<file path="src/rtl/hazard_stall_ctl.sv">
// rtl/hazard_stall_ctl.sv - pipeline interlock controller (optional perf counters: STALL_CTL_PERF_EN)
module hazard_stall_ctl #(
  parameter int REG_ADDR_W   = 4,
  parameter int LOAD_LAT     = 2,
  parameter int FLUSH_CYCLES = 2,
  parameter int MEM_TIMEOUT  = 255
) (
  input  logic                  clock,
  input  logic                  nreset,
  input  logic [REG_ADDR_W-1:0] id_rs_top,
  input  logic                  id_rs_top_used,
  input  logic [REG_ADDR_W-1:0] id_rs_bot,
  input  logic                  id_rs_bot_used,
  input  logic [REG_ADDR_W-1:0] ex_rd,
  input  logic [1:0]            ex_reg_wen,
  input  logic                  ex_is_load,
  input  logic                  ex_is_redirect,
  input  logic                  mem_req,
  input  logic                  mem_ack,
  output logic                  pc_hold,
  output logic                  if_id_hold,
  output logic                  id_ex_stall,
  output logic                  id_ex_hold,
  output logic                  ex_mem_hold,
  output logic                  mem_timeout,
  output logic [1:0]            ctl_state
`ifdef STALL_CTL_PERF_EN
  ,
  output logic [31:0]           perf_bubble_cnt,
  output logic [31:0]           perf_wait_cnt
`endif
);

  localparam int CW = $clog2(MEM_TIMEOUT + 1);

  localparam logic [1:0] ST_RUN      = 2'd0;
  localparam logic [1:0] ST_BUBBLE   = 2'd1;
  localparam logic [1:0] ST_MEM_WAIT = 2'd2;
  localparam logic [1:0] ST_FLUSH    = 2'd3;

  localparam logic [CW-1:0] CNT_MAX   = '1;
  localparam logic [CW-1:0] CNT_ONE   = CW'(1);
  localparam logic [CW-1:0] TIMEOUT_V = CW'(MEM_TIMEOUT);

  logic [1:0]    state;
  logic [1:0]    state_n;
  logic [CW-1:0] cnt;
  logic [CW-1:0] cnt_n;
  logic [CW-1:0] cnt_inc;
  logic          stall_req;
  logic          hold_req;
  logic          timeout_set;
  logic          lu;
  logic          mw;

  // A load whose destination feeds an operand the decoded instruction actually reads
  assign lu = ex_is_load & (|ex_reg_wen) &
              ((id_rs_top_used & (id_rs_top == ex_rd)) |
               (id_rs_bot_used & (id_rs_bot == ex_rd)));
  assign mw = mem_req & ~mem_ack;

  // Saturating increment keeps a stuck count from wrapping back to a small value
  assign cnt_inc = (cnt == CNT_MAX) ? cnt : cnt + CNT_ONE;

  // Next-state and control decode; the RUN cycle that detects a hazard is counted as the first
  always_comb begin
    state_n     = state;
    cnt_n       = cnt;
    stall_req   = 1'b0;
    hold_req    = 1'b0;
    timeout_set = 1'b0;
    case (state)
      ST_RUN: begin
        if (mw) begin
          hold_req = 1'b1;
          state_n  = ST_MEM_WAIT;
          cnt_n    = CNT_ONE;
        end else if (ex_is_redirect) begin
          stall_req = 1'b1;
          state_n   = (FLUSH_CYCLES > 1) ? ST_FLUSH : ST_RUN;
          cnt_n     = (FLUSH_CYCLES > 1) ? CNT_ONE : '0;
        end else if (lu) begin
          stall_req = 1'b1;
          state_n   = (LOAD_LAT > 2) ? ST_BUBBLE : ST_RUN;
          cnt_n     = (LOAD_LAT > 2) ? CNT_ONE : '0;
        end else begin
          cnt_n = '0;
        end
      end
      ST_BUBBLE: begin
        stall_req = 1'b1;
        if (int'(cnt) + 1 >= LOAD_LAT - 1) begin
          state_n = ST_RUN;
          cnt_n   = '0;
        end else begin
          cnt_n = cnt_inc;
        end
      end
      ST_FLUSH: begin
        stall_req = 1'b1;
        if (int'(cnt) + 1 >= FLUSH_CYCLES) begin
          state_n = ST_RUN;
          cnt_n   = '0;
        end else begin
          cnt_n = cnt_inc;
        end
      end
      ST_MEM_WAIT: begin
        if (mem_ack) begin
          state_n = ST_RUN;
          cnt_n   = '0;
        end else if (cnt >= TIMEOUT_V) begin
          timeout_set = 1'b1;
          state_n     = ST_RUN;
          cnt_n       = '0;
        end else begin
          hold_req = 1'b1;
          cnt_n    = cnt_inc;
        end
      end
    endcase
  end

  // State, counter and sticky timeout flag
  always_ff @(posedge clock) begin
    if (!nreset) begin
      state       <= ST_RUN;
      cnt         <= '0;
      mem_timeout <= 1'b0;
    end else begin
      state <= state_n;
      cnt   <= cnt_n;
      if (timeout_set) begin
        mem_timeout <= 1'b1;
      end
    end
  end

  // Pipeline controls are gated off while reset is held so no stray bubble leaks out
  assign pc_hold     = nreset & (stall_req | hold_req);
  assign if_id_hold  = nreset & (stall_req | hold_req);
  assign id_ex_stall = nreset & stall_req;
  assign id_ex_hold  = nreset & hold_req;
  assign ex_mem_hold = nreset & hold_req;
  assign ctl_state   = state;

`ifdef STALL_CTL_PERF_EN
  // Saturating counts of bubble cycles and memory wait cycles
  always_ff @(posedge clock) begin
    if (!nreset) begin
      perf_bubble_cnt <= '0;
      perf_wait_cnt   <= '0;
    end else begin
      if (id_ex_stall && (perf_bubble_cnt != 32'hFFFF_FFFF)) begin
        perf_bubble_cnt <= perf_bubble_cnt + 32'd1;
      end
      if (id_ex_hold && (perf_wait_cnt != 32'hFFFF_FFFF)) begin
        perf_wait_cnt <= perf_wait_cnt + 32'd1;
      end
    end
  end
`endif

endmodule
</file>
<file path="config.mk">
export PLATFORM = sky130hd
export DESIGN_NAME = hazard_stall_ctl
export DESIGN_NICKNAME = d
export VERILOG_FILES = /design/src/rtl/hazard_stall_ctl.sv
export SDC_FILE = /design/constraint.sdc
export NUM_CORES = 1
export LEC_CHECK = 0
export ABC_AREA = 1
export CAP_MARGIN = 30
export CORE_MARGIN = 5
export CORE_UTILIZATION = 40
export CTS_CLUSTER_SIZE = 12
export DETAILED_ROUTE_END_ITERATION = 10
export DONT_BUFFER_PORTS = 1
export GPL_ROUTABILITY_DRIVEN = 0
export PLACE_DENSITY = 0.64
export SLEW_MARGIN = 20
export SYNTH_ARGS = -nofsm -noshare
export SYNTH_HDL_FRONTEND = slang
export SYNTH_SLANG_ARGS = --single-unit
</file>
<file path="constraint.sdc">
create_clock -name clock -period 1.55 [get_ports clock]
set_input_delay 0 -clock clock [delete_from_list [all_inputs] [get_ports clock]]
set_output_delay 0 -clock clock [all_outputs]
set_load 0.01 [all_outputs]
</file>
======== After elaboration in Yosys (flattened, before gate mapping) ========
Cells that the tools add are included.
operators by class
  eq/ne operators ......................... 10
  multiplexer cells ....................... 27
  bitwise operators ....................... 11
  add/sub/neg operators ................... 2
  reduce and logical (&&, ||, !) cells .... 4
  order comparisons ....................... 3
operators by type and width
  kind                 count
  $mux 8               5
  $ge 32x2->1 const B  1
  $pmux 8 s4           1
  $mux 2               7
  $mux 1               11
  $add 8x1->9 const B  1
  $ge 9x2->1 const B   1
  $add 8x1->8 const B  1
  $and 1x1->1          8
  $eq 4x4->1           2
  $eq 8x8->1 const B   1
  $ge 8x8->1 const B   1
  $pmux 2 s4           1
  $eq 2x2->1 const B   2
  $ne 2x2->1 const B   2
  $ne 4x4->1 const B   1
  $pmux 1 s2           2
  $reduce_and 4->1     1
  $reduce_or 2->1      2
  $ne 3x3->1 const B   1
  $eq 2x1->1 const B   1
  $logic_not 2->1      1
  $or 1x1->1           2
  $not 1->1            1
storage, ports and cells
  bits of input ports ..................... 22
  word-level logic and storage cells ...... 60
  output and inout bits ................... 8
  flip-flop bits (word level) ............. 11

======== Depth between registers and ports, before layout ========
  word-level depth ........................ 10
  mapped depth ............................ 14
  gate-level depth less buffers ........... 14

======== Worst setup path after synthesis ========
OpenSTA, ideal clock, no wires.
  path kind ............................... flip-flop to output port
  from .................................... register cnt[1]
  to ...................................... output pc_hold
  setup slack ............................. -0.087 ns
  cell stages (with the launch flop) ...... 9
  data arrival time ....................... 1.637 ns
  path through ............................ dfxtp_1 > ha_1 > nand2_2 > nor2_2 > nand2_2 > nand3_2 > a21oi_1 > or2_1 > buf_4
between the ends
  word-level cells in the longest chain between the ends .. 6
ends and longest elaborated chain
  item                    RTL line  RTL
  start, declared         47        logic [CW-1:0] cnt;
  start signal, assigned  132       cnt <= cnt_n;
  $ge 8x8->1              112       end else if (cnt >= TIMEOUT_V) begin
  $mux 1                  112
  $mux 1                  109       if (mem_ack) begin
  $pmux 1 s2              72        case (state)
  $or 1x1->1              --
  $and 1x1->1             --
  end, declared           20        output logic pc_hold,
Every way passes these cells.

======== Worst setup path after layout ========
  from .................................... register cnt[0]
  to ...................................... register cnt[0]
between the ends
  word-level cells in the longest chain between the ends .. 5
  elaborated cells on any way between the ends .. 12
ends and longest elaborated chain
  item                                                                 RTL line
  parallel branches: the longest is 4 deep, another holds $ge 32x2->1  --
  $pmux 8 s4 *                                                         72
Every way passes the cells marked *.
A chain may end at the register's enable or synchronous reset.

==> impl_metrics.json <==
{
  "track_usage_pct": 16.8,
  "synth_area_sq_mm": 0.00105,
  "path_cells": "buf_6 -> inv_4 -> buf_6 -> nor2_4 -> nand2_2 -> nand2_4 -> nand2_4 -> nor2_1 -> nand2_1 -> nor2_4 -> nand2_4 -> nand2_1 -> nand2_1 -> a31oi_1",
  "layout_setup_ws_ns": -0.243,
  "antennaDiodeCount": 0,
  "yosys.cell_count.top_type": "nand2_1",
  "fin_crit_sh_pct": 116,
  "fin_setup_tns_ns": -1.50,
  "antenna_left": 0,
  "wl_um": 3010,
  "syn_area_per_cell_sq_um": 5.87,
  "dp_cells": 220,
  "synthCells": 179,
  "die_width_um": 61.3,
  "grt_max_degree": 7,
  "cts_max_level": 1,
  "setup_violations": 10,
  "slowest_stage": "dfxtp_2",
  "peakVddDrop_v": 0.000634,
  "final_util_pct": 60.1,
  "tritoncts.num_buffers": 3,
  "ys.flop_type": "dfxtp_1",
  "async_reset_ff_share_pct": 0,
  "drt_iter0_markers": 43,
  "drive_above_1_share_pct": 38.6,
  "cts_tree": "built",
  "ys_seq_elements": 11,
  "worstSetupEndpointType": "flop",
  "overflow": 0,
  "drv_slew": 0,
  "portBuffers": 0,
  "vias": 1181,
  "yosysWarnings": 0,
  "core_sq_mm": 0.00250,
  "synth_fp_nets": 205,
  "rows": 18,
  "cp_max_fo": 4,
  "synthTopCellsByArea": "dfxtp_1, nand2_1, inv_1, nor2_1, nand2_2",
  "p_per_area_mw_per_mm2": 647,
  "path_clk_slew_ns": 0.07,
  "die_h_um": 61.3,
  "area_delta_synth_final_pct": 42.9,
  "grt_pass1_vias": 1160,
  "cap_violations": 0,
  "status": "finished with violations",
  "clk_latency_ns": 0.28,
  "nNetsFinal": 234,
  "drc": 0,
  "ys_types": 27,
  "synth_edf_count": 0,
  "avgViaCountPerCell": 4.98,
  "crit_buf_inv": 3,
  "post-synth-top-area-cell": "dfxtp_1",
  "start_util_pct": 42.0,
  "crit_arrival_ns": 1.99,
  "final_cells": 237,
  "hold_viol": 0,
  "dp_hpwl_um": 2000,
  "startpoint_type": "flop",
  "wl_per_cell_um": 12.7,
  "crit_type": "flop to flop",
  "tightest_slew_ns": 0.333,
  "p_leak_uw": 0.000744,
  "synth_top_area_share_pct": 21.0,
  "finalPower_uw": 971,
  "seq_area_frac_synth_pct": 21.0,
  "grt_first_pass_wirelength_um": 4740,
  "max_clock_freq_mhz": 558,
  "period_needed_ns": 1.79,
  "finClkSkew_ns": 0.00299,
  "antenna_found_initial": 0,
  "die_area_sq_mm": 0.00375,
  "relSlewSlack_pct": 77.8,
  "synthTopCellsByCount": "nand2_1, inv_1, nor2_1, nand2_2, nand3_1",
  "cts_sinks": 11,
  "cpPeakStageDelay_ns": 0.35,
  "worst_ep_required_time_ns": 1.75,
  "dp_slack_ns": -0.0985,
  "hold_class": "input pin to flop",
  "ctsRootBufferMaster": "clkbuf_4",
  "path_delay_family": "simple AND/OR/NAND/NOR gates",
  "rsz0062_at_grt": "true",
  "dr.pass1.iters": 4,
  "ios": 30,
  "cts_max_path_buffers": 2,
  "violations": "negative setup slack"
}
-- cells by family after synthesis --
kind of cell	count (synthesis)	synth area share, %
flip-flops	11	21.0
AO/OA/AOI/OAI	12	6.79
buffers and inverters	40	15.0
XOR/XNOR	3	2.50
adder cells (fa/ha/maj)	4	4.76
AND/OR/NAND/NOR	109	50.0
-- final cells by class --
class / count / area [sq um]
Sequential cell: 11 / 226
Tap cell: 30 / 37.5
Timing Repair Buffer: 26 / 233
Inverter: 38 / 145
Fill cell: 205 / 998
Clock buffer: 4 / 26.3
Multi-Input combinational cell: 128 / 833
-- stage by stage --
step	hold slack [ns]	cell area, sq um
2_1_floorplan	0.0774	1070
3_3_place_gp	0.0826	1200
3_5_place_dp	0.0857	1200
4_1_cts	0.0114	1390
5_1_grt	0.0531	1500
6_report	0.0444	1500
-- path summary, 6_finish.rpt --
kind | startpoint | endpoint | slack, ns | depth (start not counted)
worst max register to register | cnt[0] | cnt[0] | -0.24 | 14
worst min register to register | mem_timeout | mem_timeout | 0.56 | 2
worst min-delay path | nreset | ctl_state[0] | 0.04 | 4
worst max-delay path | cnt[0] | cnt[0] | -0.24 | 14
-- routing by layer --
metal  up-vias  global-route usage [%]  wire, um
li1        597                       -         -
met2        26                    31.4      1630
met5         -                       0         0
met3        12                    2.73       125
met1       546                    18.3      1140
met4         0                    8.05       119
-- report_power, final --
part	leakage [uW]	switching, uW	internal [uW]
Sequential	0.0000909	37.9	301
Combinational	0.000638	230	193
Clock	0.0000150	109	100
-- worst min-delay path: stages --
cell and delay [ns]:
clkinv_1 0.12, nor2_1 0.07, o21ai_1 0.06, inv_1 0.04
-- what timing repair did --
item | in CTS | in global routing
endpoints found under the hold margin | 5 | 0
gates cloned | 0 | 0
resized for setup | 14 | 25
hold buffers | 4 | 0
endpoints found under the setup margin | 10 | 12
buffers inserted | 7 | 2
pin swaps | 10 | 9
-- placed cells by master, fill, tap and decap left out, types with 2 or more instances in the layout --
| cell type | instances |
|---|---|
| a21oi_1 | 2 |
| buf_4 | 17 |
| buf_6 | 4 |
| clkbuf_4 | 3 |
| dfxtp_1 | 8 |
| dfxtp_2 | 2 |
| dlygate4sd3_1 | 4 |
| ha_1 | 2 |
| ha_4 | 2 |
| inv_1 | 32 |
| inv_2 | 4 |
| nand2_1 | 38 |
| nand2_2 | 11 |
| nand2_4 | 5 |
| nand3_1 | 7 |
| nand3_2 | 7 |
| nor2_1 | 20 |
| nor2_2 | 8 |
| nor2_4 | 4 |
| nor3_1 | 3 |
| nor3_2 | 2 |
| o21ai_0 | 2 |
| o21ai_1 | 2 |
-- state kept, by name, summed over array words and instances (netlist names) --
name and count:
mem_timeout 1, ctl_state 2, cnt 8
Note: power is estimated with default switching activity, not from simulation.
